`src/rtl/controlador_juego.sv`:
```
// Main sequencer for the 4x4 2048 board: turns button edges into single moves,
// spawns one tile after each valid move, then checks for a win or a loss.
module controlador_juego #(
    parameter int                    ANCHO_MOV  = 16,
    parameter int                    ANCHO_LFSR = 8,
    parameter logic [ANCHO_LFSR-1:0] SEMILLA    = 8'hA5
) (
    input  logic                  clk,
    input  logic                  rst,
    input  logic                  btn_izq,
    input  logic                  btn_der,
    input  logic                  btn_arr,
    input  logic                  btn_aba,
    input  logic                  btn_reiniciar,
    input  logic                  tablero_cambio,
    input  logic                  hay_2048,
    input  logic                  hay_movimiento,
    output logic [2:0]            selector,
    output logic                  cargar_tablero,
    output logic [ANCHO_LFSR-1:0] aleatorio,
    output logic                  gano,
    output logic                  perdio,
    output logic [ANCHO_MOV-1:0]  movimientos,
    output logic [3:0]            estado
);

    typedef enum logic [3:0] {
        LIMPIAR   = 4'd0,
        GEN_INI1  = 4'd1,
        GEN_INI2  = 4'd2,
        ESPERA    = 4'd3,
        MOVER     = 4'd4,
        GENERAR   = 4'd5,
        VERIFICAR = 4'd6,
        GANO      = 4'd7,
        PERDIO    = 4'd8
    } estado_t;

    localparam logic [2:0] SEL_LIMPIAR = 3'b000;
    localparam logic [2:0] SEL_IZQ     = 3'b001;
    localparam logic [2:0] SEL_DER     = 3'b010;
    localparam logic [2:0] SEL_ARR     = 3'b011;
    localparam logic [2:0] SEL_ABA     = 3'b100;
    localparam logic [2:0] SEL_GENERAR = 3'b101;
    localparam logic [2:0] SEL_ESPERA  = 3'b111;

    // An all-zero LFSR would lock up, so a zero seed is replaced by 1.
    localparam logic [ANCHO_LFSR-1:0] SEMILLA_EF =
        (SEMILLA == '0) ? ANCHO_LFSR'(1) : SEMILLA;

    localparam logic [ANCHO_MOV-1:0] MOV_MAX = {ANCHO_MOV{1'b1}};

    estado_t               estado_q, estado_d;
    logic [4:0]            btn_q, btn_d;
    logic [4:0]            flanco;
    logic [2:0]            dir_q, dir_d;
    logic [ANCHO_MOV-1:0]  mov_q, mov_d;
    logic [ANCHO_LFSR-1:0] lfsr_q, lfsr_d;

    // Bit order: {reiniciar, aba, arr, der, izq}.
    assign btn_d  = {btn_reiniciar, btn_aba, btn_arr, btn_der, btn_izq};
    assign flanco = btn_d & ~btn_q;

    assign lfsr_d = {lfsr_q[6:0], lfsr_q[7] ^ lfsr_q[5] ^ lfsr_q[4] ^ lfsr_q[3]};

    always_comb begin
        estado_d       = estado_q;
        dir_d          = dir_q;
        mov_d          = mov_q;
        selector       = SEL_ESPERA;
        cargar_tablero = 1'b0;

        case (estado_q)
            LIMPIAR: begin
                selector       = SEL_LIMPIAR;
                cargar_tablero = 1'b1;
                estado_d       = GEN_INI1;
            end
            GEN_INI1: begin
                selector       = SEL_GENERAR;
                cargar_tablero = 1'b1;
                estado_d       = GEN_INI2;
            end
            GEN_INI2: begin
                selector       = SEL_GENERAR;
                cargar_tablero = 1'b1;
                estado_d       = ESPERA;
            end
            ESPERA: begin
                if (flanco[0]) begin
                    dir_d    = SEL_IZQ;
                    estado_d = MOVER;
                end else if (flanco[1]) begin
                    dir_d    = SEL_DER;
                    estado_d = MOVER;
                end else if (flanco[2]) begin
                    dir_d    = SEL_ARR;
                    estado_d = MOVER;
                end else if (flanco[3]) begin
                    dir_d    = SEL_ABA;
                    estado_d = MOVER;
                end
            end
            MOVER: begin
                // A move that leaves the board unchanged is not a move.
                selector       = dir_q;
                cargar_tablero = tablero_cambio;
                if (tablero_cambio) begin
                    mov_d    = (mov_q == MOV_MAX) ? mov_q : mov_q + ANCHO_MOV'(1);
                    estado_d = GENERAR;
                end else begin
                    estado_d = ESPERA;
                end
            end
            GENERAR: begin
                selector       = SEL_GENERAR;
                cargar_tablero = 1'b1;
                estado_d       = VERIFICAR;
            end
            VERIFICAR: begin
                if (hay_2048) begin
                    estado_d = GANO;
                end else if (!hay_movimiento) begin
                    estado_d = PERDIO;
                end else begin
                    estado_d = ESPERA;
                end
            end
            GANO:    estado_d = GANO;
            PERDIO:  estado_d = PERDIO;
            default: estado_d = LIMPIAR;
        endcase

        if (flanco[4]) begin
            estado_d = LIMPIAR;
        end
        if (estado_d == LIMPIAR) begin
            mov_d = '0;
        end
    end

    always_ff @(posedge clk) begin
        if (rst) begin
            estado_q <= LIMPIAR;
            btn_q    <= '0;
            dir_q    <= SEL_ESPERA;
            mov_q    <= '0;
            lfsr_q   <= SEMILLA_EF;
        end else begin
            estado_q <= estado_d;
            btn_q    <= btn_d;
            dir_q    <= dir_d;
            mov_q    <= mov_d;
            lfsr_q   <= lfsr_d;
        end
    end

    assign aleatorio   = lfsr_q;
    assign gano        = (estado_q == GANO);
    assign perdio      = (estado_q == PERDIO);
    assign movimientos = mov_q;
    assign estado      = estado_q;

endmodule

```
`config.mk`:
```
export PLATFORM = sky130hd
export DESIGN_NAME = controlador_juego
export DESIGN_NICKNAME = d
export VERILOG_FILES = /design/src/rtl/controlador_juego.sv
export SDC_FILE = /design/constraint.sdc
export NUM_CORES = 1
export LEC_CHECK = 0
export BUFFER_PORTS_ARGS = -buffer_cell sky130_fd_sc_hd__buf_2
export CAP_MARGIN = 5
export CORE_UTILIZATION = 45
export DETAILED_ROUTE_END_ITERATION = 8
export PLACE_DENSITY = 0.7
export SYNTH_ARGS = -nofsm -noshare
export SYNTH_HDL_FRONTEND = slang
export SYNTH_SLANG_ARGS = --single-unit
```
`constraint.sdc`:
```
create_clock -name clk -period 2.95 [get_ports clk]
set_input_delay 0.59 -clock clk [delete_from_list [all_inputs] [get_ports clk]]
set_output_delay 0.59 -clock clk [all_outputs]
set_load 0.005 [all_outputs]
```
==> flow_metrics.tcl, run 1 <==
set metrics [dict create \
    cts_root_buf "clkbuf_8" \
    status "finished, final reports clean" \
    reg2reg_slack_ns 0.95 \
    critPathKind "reg2out" \
    drt_iter0_markers 149 \
    ios 44 \
    synth_area_leaders "dfxtp_1 (41%), a21oi_1 (6.0%), nor2b_1 (5.7%)" \
    synth_cell_types 42 \
    cts_tree "built" \
    synthArstFlopShare 0 \
    synthFlopType "dfxtp_1" \
    cts_setup_buffers 0 \
    grt_pass1_wl_um 6110 \
    slew_headroom 0.515 \
    placed_area_um2 1960 \
    layout-drive-gt1-share 0.249 \
    cp.arrival_ns 1.43 \
    layout.nets 247 \
    grtUsageTotal 0.189 \
    vias 1609 \
    yosys_warnings 0 \
    wl_per_cell_um 12.8 \
    hold_viol 0 \
    drc 0 \
    clockBufferDepth 2 \
    core_region_area_um2 3720 \
    clk_pin_slew_worst_paths_ns 0.08 \
    holdCritStartpoint "aleatorio[1]$_SDFF_PP0_" \
    grt_max_degree 19 \
    die_x_um 64.6 \
    final_max_slew_viol_count 0 \
    min_path_cells 1 \
    ctsResizeCount 0 \
    numPortBuffers 43 \
    antenna_found_initial 0 \
    seq_area_frac_synth 0.409 \
    synth-edff-count 0 \
    crit_required_ns 2.36 \
    drtAntennaViolNets 0 \
    r2r_start "estado[2]$_SDFF_PP0_" \
    setup_slack_ns 0.926 \
    die_h_um 64.6 \
    wirelength_um 3660 \
    initial_utilization 0.475 \
    clkSinkCount 36 \
    period_minus_slack_ns 2.02 \
    maxCapViolCount 0 \
    die_area_um2 4180 \
    setup-tns-final_ns 0 \
    dr.pass1.iters 4 \
    yosysTopAreaCell "dfxtp_1" \
    hold_class "reg2reg" \
    synth_cells 201 \
    worstSetupStartpointType "flop" \
    overflow 0 \
    yosysTopAreaCellShare 0.409 \
    fill_cells 349 \
    rows 22 \
    reg2reg_depth 4 \
    r2r-end "movimientos[3]$_SDFFE_PP0P_" \
    worst_pin_slew_ns 0.718 \
    synth_nets 212 \
    finalPower_uw 1020 \
    p_leak_uw 0.000810 \
    area_growth_syn_to_layout_pct 17.0 \
    hold_buffers 0 \
    vias_per_cell 5.65 \
    finalSetupViolations 0 \
    routabilityCongestion 0.777 \
    layout_commonest_cell "buf_2" \
    layout_common_cells "buf_2 (43), dfxtp_1 (36), a21oi_1 (21), nor2b_1 (16), nand2_1 (12)" \
    clk_latency_ns 0.29 \
    htreeDepth 2 \
    cts_buffers 5 \
    min_period_over_period 0.686 \
    ys_ff_latch 36 \
    dp_slack_ns 0.946 \
    peakVddDrop_mv 0.186 \
    stdcell_area_um2 2060 \
    n_antenna_cell 0 \
    power.density_nw_per_um2 494 \
    grt_pass1_vias 1350 \
    rsz0062_at_grt "no" \
    synth_area_um2 1760 \
    worst_setup_path_end_kind "output pin" \
    critPathMaxFanout 15 \
    fin_skew_ns 0.00915 \
    place_hpwl_um 2440 \
    fmax_ghz 0.494 \
    syn_avg_cell_area_um2 8.78 \
    min_to "aleatorio[2]$_SDFF_PP1_" \
]
## per-stage QoR
step / utilization / hold slack [ns] / cells
3_5_place_dp: 0.527 / 0.425 / 277
5_1_grt: 0.556 / 0.478 / 285
4_1_cts: 0.556 / 0.447 / 285
6_report: 0.556 / 0.442 / 285
2_1_floorplan: - / 0.416 / 201
3_3_place_gp: 0.527 / 0.427 / 277
## worst max-delay path, stage by stage (launching register included)
cell,delay [ns]
dfxtp_1,0.64
or2_2,0.23
o21ai_0,0.08
nand2b_1,0.09
buf_2,0.11
## cells in the mapped netlist (all sizes together), types with 3 or more instances
master and instances:
clkbuf 5, o31ai 10, o21ai 7, inv 3
nand4 5, and4 5, or3 5, nand3 7
nand2 13, or2 4, nor2 6, buf 11
dfxtp 36, or4 10, nand2b 4, nor2b 16
a21oi 21, and3 3, nor3 5
## cell families after synthesis
family	after synthesis	synth area share
and+or+nand+nor	90	0.326
buffers and inverters	19	0.0574
adders and majority gates	1	0.00709
xor gates and xnor gates	3	0.0149
AOI/OAI and AO/OA	52	0.187
DFF	36	0.409
## worst max-delay path by stage
stage / start / slack (ns) / to / cells past startpoint
3_3_place_gp: btn_aba / 0.95 / dir_q[0]$_SDFFE_PP1P_ / 5
3_5_place_dp: rst / 0.95 / movimientos[10]$_SDFFE_PP0P_ / 3
6_report: estado[0]$_SDFF_PP0_ / 0.93 / selector[1] / 4
2_1_floorplan: btn_aba / 1.22 / dir_q[0]$_SDFFE_PP1P_ / 4
5_1_grt: estado[2]$_SDFF_PP0_ / 0.76 / movimientos[9]$_SDFFE_PP0P_ / 4
4_1_cts: estado[0]$_SDFF_PP0_ / 0.92 / selector[1] / 4
## flip-flops by register name (all words and copies together) (netlist names)
register / count
btn_q: 5
dir_q: 3
aleatorio: 8
movimientos: 16
estado: 4
## metal layers
metal	GRT usage	part of all wire
met1	0.255	0.52
met4	0.0944	0.0098
met5	0	0
met3	0.0370	0.037
met2	0.284	0.44
## power by group
part | internal, µW | switching (µW)
Combinational | 39.1 | 38.6
Sequential | 503 | 14.9
Clock | 251 | 175
## cell type report
cell class | instances | area (µm²) | share of cell area
clock inverters | 2 | 35.0 | 0.0170
flip-flops and latches | 36 | 721 | 0.349
clock buffers | 6 | 72.6 | 0.0352
well taps | 48 | 60.1 | 0.0291
multi-input cells | 146 | 942 | 0.456
repair buffers | 44 | 223 | 0.108
inverters | 3 | 11.3 | 0.00545
Power figures use the tool's default switching activity.
==> run 2: changes to the inputs <==
--- a/config.mk
+++ b/config.mk
@@ -5,11 +5,12 @@
 export SDC_FILE = /design/constraint.sdc
 export NUM_CORES = 1
 export LEC_CHECK = 0
+export ABC_AREA = 1
 export BUFFER_PORTS_ARGS = -buffer_cell sky130_fd_sc_hd__buf_2
 export CAP_MARGIN = 5
 export CORE_UTILIZATION = 45
 export DETAILED_ROUTE_END_ITERATION = 8
-export PLACE_DENSITY = 0.7
+export PLACE_DENSITY = 0.69
 export SYNTH_ARGS = -nofsm -noshare
 export SYNTH_HDL_FRONTEND = slang
 export SYNTH_SLANG_ARGS = --single-unit
==> constraint.sdc (replaced) <==
create_clock -name clk -period 2 [get_ports clk]
set_input_delay 0.4 -clock clk [delete_from_list [all_inputs] [get_ports clk]]
set_output_delay 0.4 -clock clk [all_outputs]
set_load 0.005 [all_outputs]
==> flow_metrics.tcl, run 2 <==
set metrics [dict create \
    ctsResizeCount 0 \
    synth-edff-count 0 \
    peakVddDrop_mv 0.386 \
    finalSetupViolations 0 \
    ys_ff_latch 36 \
    ys_top_cells_by_count "nand2_1 (78), inv_1 (43), nor2_1 (37)" \
    hold_class "in2reg" \
    clk_latency_ns 0.29 \
    reg2reg_slack_ns 0.26 \
    crit_required_ns 2.16 \
    rows 23 \
    min_path_cells 3 \
    p_leak_uw 0.00109 \
    dr.pass1.iters 4 \
    drt_iter0_markers 54 \
    layout-drive-gt1-share 0.240 \
    core_region_area_um2 4140 \
    vias 1836 \
    synth_top_family_by_area "simple AND/OR/NAND/NOR gates" \
    top_layer "met4" \
    drtAntennaViolNets 0 \
    slew_headroom 0.727 \
    ios 44 \
    clkSinkCount 36 \
    wirelength_um 4060 \
    overflow 0 \
    layout_commonest_cell "nand2_1" \
    critPathKind "reg2reg" \
    place_hpwl_um 3110 \
    critPathMaxFanout 14 \
    hold_buffers 0 \
    stdcell_area_um2 2290 \
    largest_reg_flops 16 \
    placed_area_um2 2190 \
    dr_wl_met2_um 1850 \
    worst_pin_slew_ns 0.409 \
    worst_setup_path_end_kind "flop" \
    cts_setup_buffers 0 \
    synth_cells 293 \
    htreeDepth 2 \
    grt_pass1_wl_um 6840 \
    synth_nets 304 \
    period_minus_slack_ns 1.74 \
    synth_cell_types 30 \
    synth_compound_area_frac 0.0771 \
    grt_max_degree 19 \
    rsz0062_at_grt "no" \
    layout_common_cells "nand2_1 (78), inv_1 (43), buf_2 (43), nor2_1 (37), dfxtp_1 (36)" \
    synthMuxAreaShare 0 \
    yosysMostFrequentCell "nand2_1" \
    numPortBuffers 43 \
    synth-simple-area-share 0.396 \
    wl_per_cell_um 10.6 \
    yosysTopAreaCell "dfxtp_1" \
    fin_util 0.552 \
    power.density_nw_per_um2 621 \
    clockBufferDepth 2 \
    cts_root_buf "clkbuf_8" \
    syn_avg_cell_area_um2 6.87 \
    hold_viol 0 \
    antenna_found_initial 0 \
    die_h_um 68.9 \
    die_area_um2 4750 \
    die_x_um 68.9 \
    wl_met1_um 1930 \
    area_growth_syn_to_layout_pct 13.7 \
    final_max_slew_viol_count 0 \
    worstSetupStartpointType "flop" \
    seq_area_frac_synth 0.358 \
    fmax_ghz 0.575 \
    clk_pin_slew_worst_paths_ns 0.07 \
    min_period_over_period 0.870 \
    cp.arrival_ns 1.90 \
    synthArstFlopShare 0 \
    reg2reg_depth 8 \
    vias_per_cell 4.79 \
    fin_skew_ns 0.00634 \
    synth_area_leaders "dfxtp_1 (36%), nand2_1 (15%), inv_1 (8.0%)" \
    cts_buffers 5 \
    synth_area_um2 2010 \
    yosysTopAreaCellShare 0.358 \
    status "finished, final reports clean" \
    setup-tns-final_ns 0 \
    n_antenna_cell 0 \
    yosys_warnings 0 \
    grt_pass1_vias 1636 \
    yosys.area_share.adder 0.00622 \
    initial_utilization 0.486 \
    synthFlopType "dfxtp_1" \
    grtUsageTotal 0.195 \
    synth_xor_xnor_area_share 0.0218 \
    routabilityCongestion 0.844 \
    cts_tree "built" \
    wl_met3_um 192 \
    drc 0 \
    maxCapViolCount 0 \
    layout.nets 343 \
]
## run 2: cell types whose count changed in the layout (fill, tap and decap cells not counted), sizes merged, moves of 5 or more
cell / delta
and4: -5
inv: +43
nand2: +68
nand3: +20
nor2: +37
nor2b: -16
o31ai: -10
or3: -5
or4: -10
## run 2: per-stage QoR
step	hold slack, ns	setup WS [ns]	std cells	power, µW
global placement	0.408	0.368	375	905
floorplan	0.403	0.584	293	871
detailed placement	0.408	0.284	375	908
CTS	0.328	0.267	383	1440
global route	0.337	0.123	383	1500
finish	0.324	0.261	383	1420
## run 2: logic make-up (layout without fill, tap and decap cells)
kind of cell               after synthesis  count (layout)
and+or+nand+nor                        169             169
buffers and inverters                   59              99
DFF                                     36              36
AOI/OAI and AO/OA                       23              23
xor gates and xnor gates                 5               5
adders and majority gates                1               1
## run 2: path summary, 6_finish.rpt
| check | startpoint | end |
|---|---|---|
| max | movimientos[1]$_SDFFE_PP0P_ | movimientos[15]$_SDFFE_PP0P_ |
| min | btn_aba | btn_q[3]$_SDFF_PP0_ |
| max reg2reg | movimientos[1]$_SDFFE_PP0P_ | movimientos[15]$_SDFFE_PP0P_ |
| min reg2reg | aleatorio[0]$_SDFF_PP1_ | aleatorio[1]$_SDFF_PP0_ |
## run 2: power by group
group | internal, µW | switching (µW) | total [µW]
sequential | 741 | 16.8 | 757
clock | 280 | 251 | 531
combinational | 58.0 | 74.9 | 133
## run 2: critical path, stage by stage, from the launching register on
cell and delay [ns]:
dfxtp_1 0.40, ha_1 0.26, nand3_2 0.14, nor2_4 0.15, nand4_4 0.22, nand2_4 0.22
inv_1 0.09, nand2_1 0.08, a21oi_2 0.06
## run 2: cell type report
class                      count  area, µm²
multi-input combinational    198       1010
clock inverter                 1       7.51
sequential                    36        721
clock buffer                   7       86.3
inverter                      46        173
tap                           50       62.6
fill                         440       1860
timing repair buffer          45        230
## run 2: metal layers
layer | vias to the layer above | track usage
li1 | 981 | -
met1 | 813 | 0.228
met2 | 34 | 0.328
met3 | 8 | 0.0543
met4 | 0 | 0.0867
met5 | - | 0
==> run 3: changes to the inputs <==
--- a/config.mk
+++ b/config.mk
@@ -8,6 +8,7 @@
 export ABC_AREA = 1
 export BUFFER_PORTS_ARGS = -buffer_cell sky130_fd_sc_hd__buf_2
 export CAP_MARGIN = 5
+export CORE_MARGIN = 4
 export CORE_UTILIZATION = 45
 export DETAILED_ROUTE_END_ITERATION = 8
 export PLACE_DENSITY = 0.69
==> constraint.sdc (replaced) <==
create_clock -name clk -period 1.9 [get_ports clk]
set_input_delay 0.38 -clock clk [delete_from_list [all_inputs] [get_ports clk]]
set_output_delay 0.38 -clock clk [all_outputs]
set_load 0.005 [all_outputs]
==> flow_metrics.tcl, run 3 (synthesis gave the netlist of run 2 again) <==
set metrics [dict create \
    vias_per_cell 4.76 \
    ios 44 \
    cts_root_buf "clkbuf_8" \
    crit_family "simple AND/OR/NAND/NOR gates" \
    dr.pass1.iters 4 \
    fin_skew_ns 0.00882 \
    path_buf_inv 1 \
    holdWs_ns 0.302 \
    drt_iter0_markers 81 \
    wl_per_cell_um 10.9 \
    clk_pin_slew_worst_paths_ns 0.08 \
    hold_buffers 0 \
    critPathMaxFanout 14 \
    area_growth_syn_to_layout_pct 14.2 \
    rsz0062_at_grt "no" \
    fmax_ghz 0.577 \
    ctsResizeCount 0 \
    layout_common_cells "nand2_1 (78), inv_1 (43), buf_2 (43), nor2_1 (37), dfxtp_1 (36)" \
    crit_chain "ha_1 > nand3_2 > nor2_4 > nand4_4 > nand2_4 > inv_1 > nand2_1 > a21oi_1" \
    setup-tns-final_ns 0 \
    die_x_um 74.9 \
    clk_latency_ns 0.29 \
    peakVddDrop_mv 0.389 \
    place_hpwl_um 3220 \
    clockBufferDepth 2 \
    antenna_found_initial 0 \
    numPortBuffers 43 \
    grtUsageTotal 0.170 \
    wirelength_um 4220 \
    crit_required_ns 2.05 \
    power.density_nw_per_um2 640 \
    worst_setup_path_end_kind "flop" \
    layout-drive-gt1-share 0.248 \
    drtAntennaViolNets 0 \
    overflow 0 \
    cts_tree "built" \
    core_region_area_um2 4350 \
    grt_pass1_wl_um 7470 \
    worstSetupStartpointType "flop" \
    slew_headroom 0.670 \
    largest_reg_flops 16 \
    period_minus_slack_ns 1.73 \
    layout_commonest_cell "nand2_1" \
    routabilityCongestion 0.902 \
    rows 24 \
    maxCapViolCount 0 \
    status "finished, final reports clean" \
    clkSinkCount 36 \
    worst_pin_slew_ns 0.494 \
    grt_pass1_vias 1718 \
    fill_cells 449 \
    cp.arrival_ns 1.89 \
    max_stage_delay_ns 0.41 \
    layout.nets 345 \
    drc 0 \
    n_antenna_cell 0 \
    cts_setup_buffers 0 \
    grt_max_degree 19 \
    cts_buffers 5 \
    hold_class "in2reg" \
    vias 1843 \
    cpMaxStageDelayCell "dfxtp_1" \
    critPathKind "reg2reg" \
    final_max_slew_viol_count 0 \
    die_h_um 74.9 \
    htreeDepth 2 \
    finalSetupViolations 0 \
    hold_viol 0 \
    die_area_um2 5610 \
    p_leak_uw 0.00111 \
    min_period_over_period 0.913 \
    reg2reg_slack_ns 0.17 \
    initial_utilization 0.462 \
]
run 3: cell count changes in the layout (fill, tap and decap cells not counted):
cell	change
clkinv_4	+1
buf_4	+2
clkinv_2	+2
clkbuf_1	-1
clkinvlp_4	-1
clkbuf_8	-1
run 3: report_power, final:
group | leakage, µW | switching (µW) | internal, µW | total [µW]
Clock | 0.0000479 | 278 | 255 | 533
Combinational | 0.000763 | 80.6 | 61.1 | 142
Sequential | 0.000294 | 18.1 | 779 | 797
Total | 0.00111 | 377 | 1100 | 1470
run 3: tightest hold or removal path, delay by kind of cell:
family | cells | cell delay [ns]
buffers and inverters | 2 | 0.14
and+or+nand+nor | 1 | 0.03
run 3: area by class of cell:
| class | instances | area [µm²] | share of cell area |
|---|---|---|---|
| Sequential cell | 36 | 721 | 0.313 |
| Timing Repair Buffer | 47 | 245 | 0.107 |
| Tap cell | 52 | 65.1 | 0.0283 |
| Clock buffer | 5 | 68.8 | 0.0299 |
| Inverter | 46 | 173 | 0.0751 |
| Multi-Input combinational cell | 198 | 1010 | 0.439 |
| Clock inverter | 3 | 18.8 | 0.00816 |
run 3: worst paths after layout:
kind,from,to,cells after the start
setup / recovery,movimientos[0]$_SDFFE_PP0P_,movimientos[11]$_SDFFE_PP0P_,8
hold / removal,btn_der,btn_q[1]$_SDFF_PP0_,3
setup reg to reg,movimientos[0]$_SDFFE_PP0P_,movimientos[11]$_SDFFE_PP0P_,8
hold reg to reg,aleatorio[0]$_SDFF_PP1_,aleatorio[1]$_SDFF_PP0_,2
run 3: layer usage:
metal / GRT usage / vias to the layer above / wire [µm]
met5: 0 / - / 0
met3: 0.0374 / 9 / 182
met2: 0.275 / 43 / 1910
met1: 0.217 / 801 / 2040
li1: - / 990 / -
met4: 0.0751 / 0 / 91
run 3: stage by stage:
step / utilization / power (µW) / area (µm²) / cells / setup slack (ns)
6_report: 0.528 / 1470 / 2300 / 387 / 0.166
5_1_grt: 0.528 / 1560 / 2300 / 387 / 0.0103
4_1_cts: 0.528 / 1500 / 2300 / 387 / 0.154
3_5_place_dp: 0.508 / 958 / 2210 / 379 / 0.169
3_3_place_gp: 0.508 / 955 / 2210 / 379 / 0.262
2_1_floorplan: - / 917 / 2010 / 293 / 0.484
